**src/rtl/fpga_robots_game_tmarb.sv**
```systemverilog
// Tile map arbiter: two requesters share one tile map port.
//   A (game play) and B (serial host/debug) each present req/lock/adr/wrt/wen
//   and get a combinational gnt. Reads return on x_red/x_rvl RD_LAT cycles
//   after the transfer. A requester holding lock after its transfer keeps
//   exclusive ownership until it drops lock.
// Ports:
//   clk, rst                  clock, synchronous active-high reset
//   a_* / b_*                 requester interfaces (req, lock, adr, wrt, wen
//                             in; gnt, red, rvl out)
//   m_adr, m_wrt, m_wen       tile map command, driven from granted requester
//   m_red                     tile map read data (RD_LAT cycles after address)
//   wait_cnt                  saturating count of cycles with a denied request
module fpga_robots_game_tmarb #(
  parameter int ADR_W  = 13,
  parameter int DAT_W  = 8,
  parameter int RD_LAT = 1
) (
  input  logic             clk,
  input  logic             rst,
  input  logic             a_req,
  input  logic             a_lock,
  input  logic [ADR_W-1:0] a_adr,
  input  logic [DAT_W-1:0] a_wrt,
  input  logic             a_wen,
  output logic             a_gnt,
  output logic [DAT_W-1:0] a_red,
  output logic             a_rvl,
  input  logic             b_req,
  input  logic             b_lock,
  input  logic [ADR_W-1:0] b_adr,
  input  logic [DAT_W-1:0] b_wrt,
  input  logic             b_wen,
  output logic             b_gnt,
  output logic [DAT_W-1:0] b_red,
  output logic             b_rvl,
  output logic [ADR_W-1:0] m_adr,
  output logic [DAT_W-1:0] m_wrt,
  output logic             m_wen,
  input  logic [DAT_W-1:0] m_red,
  output logic [15:0]      wait_cnt
);

  typedef enum logic [1:0] {IDLE, LOCK_A, LOCK_B} state_t;

  state_t state, state_nxt;

  // 1: B was granted most recently, so A wins the next tie.
  logic last_b;

  logic              rd_push;
  logic              denied;
  logic [RD_LAT-1:0] tag_v;
  logic [RD_LAT-1:0] tag_b;

  // State register
  always_ff @(posedge clk) begin
    if (rst) begin
      state  <= IDLE;
      last_b <= 1'b1;
    end else begin
      state <= state_nxt;
      if (a_gnt)      last_b <= 1'b0;
      else if (b_gnt) last_b <= 1'b1;
    end
  end

  // Next-state logic
  always_comb begin
    state_nxt = state;
    if (a_gnt && a_lock)                 state_nxt = LOCK_A;
    else if (b_gnt && b_lock)            state_nxt = LOCK_B;
    else if (state == LOCK_A && !a_lock) state_nxt = IDLE;
    else if (state == LOCK_B && !b_lock) state_nxt = IDLE;
  end

  // Grant logic: exclusive while the owner keeps lock, round-robin otherwise
  always_comb begin
    a_gnt = 1'b0;
    b_gnt = 1'b0;
    if (!rst) begin
      if (state == LOCK_A && a_lock) begin
        a_gnt = a_req;
      end else if (state == LOCK_B && b_lock) begin
        b_gnt = b_req;
      end else if (a_req && b_req) begin
        a_gnt = last_b;
        b_gnt = !last_b;
      end else begin
        a_gnt = a_req;
        b_gnt = b_req;
      end
    end
  end

  // Tile map command mux; A's inputs are presented when nobody is granted
  always_comb begin
    m_adr = b_gnt ? b_adr : a_adr;
    m_wrt = b_gnt ? b_wrt : a_wrt;
    m_wen = (a_gnt && a_wen) || (b_gnt && b_wen);
  end

  assign rd_push = (a_gnt && !a_wen) || (b_gnt && !b_wen);

  // Owner-tag pipeline: one slot per cycle of read latency, so back-to-back
  // reads from either requester return in issue order without merging.
  if (RD_LAT == 1) begin : g_pipe1
    always_ff @(posedge clk) begin
      if (rst) begin
        tag_v <= '0;
        tag_b <= '0;
      end else begin
        tag_v <= rd_push;
        tag_b <= b_gnt;
      end
    end
  end else begin : g_pipen
    always_ff @(posedge clk) begin
      if (rst) begin
        tag_v <= '0;
        tag_b <= '0;
      end else begin
        tag_v <= {tag_v[RD_LAT-2:0], rd_push};
        tag_b <= {tag_b[RD_LAT-2:0], b_gnt};
      end
    end
  end

  assign a_rvl = !rst && tag_v[RD_LAT-1] && !tag_b[RD_LAT-1];
  assign b_rvl = !rst && tag_v[RD_LAT-1] &&  tag_b[RD_LAT-1];
  assign a_red = m_red;
  assign b_red = m_red;

  // One increment per cycle even when both requesters are denied
  assign denied = (a_req && !a_gnt) || (b_req && !b_gnt);

  always_ff @(posedge clk) begin
    if (rst)                          wait_cnt <= '0;
    else if (denied && wait_cnt != '1) wait_cnt <= wait_cnt + 16'd1;
  end

endmodule

```
**config.mk**
```make
export PLATFORM = sky130hd
export DESIGN_NAME = fpga_robots_game_tmarb
export DESIGN_NICKNAME = d
export VERILOG_FILES = /design/src/rtl/fpga_robots_game_tmarb.sv
export SDC_FILE = /design/constraint.sdc
export NUM_CORES = 1
export LEC_CHECK = 0
export ABC_AREA = 1
export CORE_MARGIN = 4
export CORE_UTILIZATION = 35
export CTS_CLUSTER_DIAMETER = 30
export CTS_CLUSTER_SIZE = 16
export DETAILED_ROUTE_END_ITERATION = 10
export GPL_TIMING_DRIVEN = 0
export PLACE_DENSITY = 0.85
export SLEW_MARGIN = 20
export SYNTH_ARGS = -nofsm -noshare
export SYNTH_HDL_FRONTEND = slang
export SYNTH_SLANG_ARGS = --single-unit
```
**constraint.sdc**
```tcl
create_clock -name clk -period 1.9 [get_ports clk]
set_input_delay 0.19 -clock clk [delete_from_list [all_inputs] [get_ports clk]]
set_output_delay 0.19 -clock clk [all_outputs]
set_load 0.02 [all_outputs]
```
==> out/metrics.yaml <==
outcome:
  status: "finished, final reports clean"
cts:
  cts_setup_buffers: 0
  clkLatencyLatePin_ns: 0.26
  clkTransAtPathRegs_ns: 0.08
  cts_tree: "built"
  cts_root_buffer: "clkbuf_8"
  htreeDepth: 1
  clock_path_buffers: 2
  cts_buffers: 3
  cts_hold_buf: 0
  cts.sinks: 21
yosys:
  netlist_instances: 269
  synth_top_cell_by_area: "dfxtp_1"
  syn_area_um2: 1660
  ys_seq_area_frac: 0.2532
  syn_nets: 328
  netlist.area_leader.share: 0.2532
  synthTopCellsByArea: "dfxtp_1 25%, nand2_1 25%, nand3_1 7.8%, buf_4 7.7%, a21oi_2 5.3%"
  ys_ff_latch: 21
  postSynthAreaPerCell_um2: 6.172
  ys_types: 27
  ys.warnings.count: 0
setup_path:
  cpMaxStageDelayCell: "clkdlybuf4s50_1"
  worst_path_dominant_cell_family: "buffers and inverters"
  worstPathCellList: "clkdlybuf4s50_1, nand3_1, nand2_2, nand2_4, inv_6, buf_6, nand2_1, nand2_1, clkdlybuf4s15_2"
  crit_type: "primary input to primary output"
  cp.arrival_ns: 1.60
  cp.required_ns: 1.71
  path_buf_inv: 4
  startpoint: "b_lock"
  rr_worst_depth: 9
  cp_common_cell: "nand2_1"
  critPathMaxFanout: 10
  cp_num_cells: 9
  r2r-start: "wait_cnt[1]$_SDFFE_PP0P_"
  cp-start-kind: "primary input"
  cp-endpoint: "m_adr[9]"
  r2r_slack_ns: 0.19
  endpoint_kind: "primary output"
  r2r_end: "wait_cnt[15]$_SDFFE_PP0P_"
  cpPeakStageDelay_ns: 0.49
placed_design:
  post-dp-hpwl_um: 4394
  placedCellCount: 427
  gp_congestion: 0.9226
  port_buffers: 106
sta:
  final_max_slew_viol_count: 0
  fin_crit_sh: 0.9444
  hold_slack_ns: 0.1814
  tightest_slew_ns: 0.7007
  clock_skew_ns: 0.002317
  finalHoldViolCount: 0
  min_period_ns: 1.794
  rsz0062_at_grt: "yes"
  setup_viol: 0
  max_slew_margin: 0.5329
  fmax_ghz: 0.5573
cells_and_area:
  syn_to_final_growth_pct: 69.18
  final_cell_mix: "110 x nand2_1, 79 x clkdlybuf4s50_1, 25 x nand3_1"
  layout_commonest_cell: "nand2_1"
  drive_gt1_frac: 0.2032
  num_antenna_cells: 0
  final_cells: 431
  multi_input_area_um2: 1011
  num-fill-cells: 396
  seqCellArea_um2: 424.2
  finalNetCount: 439
grt:
  grt_max_degree: 12
  grt_usage: 0.1775
  first_global_vias: 2069
  grt_first_pass_wirelength_um: 8825
  antenna_found_initial: 0
  grt_overflow_total: 0
power_and_ir_drop:
  p_sw_mw: 0.3927
  p_comb_frac: 0.386
  pwr-share-seq: 0.376
  intPower_mw: 0.8435
  leakage_nw: 1.227
  p_sw_frac: 0.3176
  power_per_cell_area_nw_per_um2: 440.1
  ir_drop_mv: 0.2352
  p_clk_frac: 0.238
route:
  finalWirelength_um: 5288
  drc_errors: 0
  first_iter_violations: 78
  vias_per_cell: 4.775
  avgRoutedWirePerCell_um: 12.27
  vias: 2058
  ant_nets: 0
  first_pass_iters: 4
floorplan:
  coreArea_um2: 4474
  die_area_um2: 5910
  fp.dieH_um: 76.88
  initial_utilization: 0.3711
  fp-row-count: 24
  ios: 116
  die_x_um: 76.88
worst_hold_path:
  min_path_type: "primary input to register"
  holdPathStages: 2
run:
  drv_cap: 0
-- per-stage QoR --
stage | instance area (µm²) | utilization | setup TNS (ns) | power (mW) | setup slack, ns
2_1_floorplan | 1660 | - | 0 | 0.7117 | 0.2044
5_1_grt | 2809 | 0.6278 | -0.0002572 | 1.308 | -0.0002572
6_report | 2809 | 0.6278 | 0 | 1.236 | 0.1056
3_3_place_gp | 2786 | 0.6228 | -10.90 | 0.9725 | -0.6177
3_5_place_dp | 2786 | 0.6228 | -11.83 | 0.9803 | -0.6447
4_1_cts | 2841 | 0.6351 | 0 | 1.253 | 0.002189
-- worst min-delay path by stage --
stage | from | endpoint | slack (ns)
global route | rst | wait_cnt[9]$_SDFFE_PP0P_ | 0.18
finish | rst | wait_cnt[10]$_SDFFE_PP0P_ | 0.18
CTS | rst | wait_cnt[10]$_SDFFE_PP0P_ | 0.17
floorplan | a_wen | tag_v$_SDFF_PP0_ | 0.30
global placement | rst | wait_cnt[10]$_SDFFE_PP0P_ | 0.45
detailed placement | rst | wait_cnt[10]$_SDFFE_PP0P_ | 0.46
-- area by class of cell --
| cell class | instances | area share |
|---|---|---|
| multi-input cells | 203 | 0.3599 |
| flip-flops and latches | 21 | 0.1510 |
| clock buffers | 4 | 0.01604 |
| well taps | 52 | 0.02316 |
| repair buffers | 106 | 0.3537 |
| inverters | 20 | 0.02851 |
| plain buffers | 25 | 0.06771 |
-- flip-flops by register name, indices dropped and copies added (netlist names) --
name / flops
wait_cnt: 16
state: 2
last_b: 1
tag_b: 1
tag_v: 1
-- power groups by stage --
stage	combinational, mW	sequential (mW)	clock [mW]
detailed placement	0.506	0.474	0
finish	0.477	0.465	0.294
floorplan	0.233	0.478	0
global route	0.519	0.467	0.322
global placement	0.499	0.473	0
CTS	0.489	0.464	0.299
-- routing by layer --
| metal | share of wire | global-route usage | wire (µm) | up-vias |
|---|---|---|---|---|
| met4 | 0.019 | 0.05254 | 103 | 0 |
| met5 | 0 | 0 | 0 | - |
| met1 | 0.36 | 0.1716 | 1896 | 904 |
| met3 | 0.10 | 0.06674 | 527 | 11 |
| met2 | 0.52 | 0.3441 | 2761 | 88 |
| li1 | - | - | - | 1055 |
-- cells in the mapped netlist --
cell,count
ha_1,1
nand4_1,4
nor2_2,1
buf_4,17
nor3_2,1
inv_2,4
o31ai_1,1
a21oi_1,8
nor2_4,2
xor2_1,6
o22ai_1,1
nand2_2,3
xnor2_1,4
o21ai_0,3
nand2_1,111
clkbuf_1,3
nand3_1,26
buf_1,1
inv_1,16
buf_2,3
a21oi_2,10
nand2_4,3
a22o_1,1
o211ai_1,1
dfxtp_1,21
nor2_1,16
buf_6,1
-- kinds of logic after synthesis --
family	synth area share
adders and majority gates	0.007535
buffers and inverters	0.1469
DFF	0.2532
and+or+nand+nor	0.4356
xor gates and xnor gates	0.05275
AOI/OAI and AO/OA	0.1040
-- what timing repair did --
item                                    in CTS  in global routing
pin swaps                                    0                  0
endpoints found under the setup margin      24                 24
gates resized for setup                     75                 21
-- worst register-to-register path, cell delays in order (launching register included) --
cell and delay (ns):
dfxtp_1 0.39, ha_1 0.20, nand2_1 0.12, nor2_4 0.18, nand2_2 0.10, nor2_4 0.11
nand2_4 0.10, buf_2 0.21, nand3_1 0.13, a21oi_2 0.06
Power figures use the tool's default switching activity.
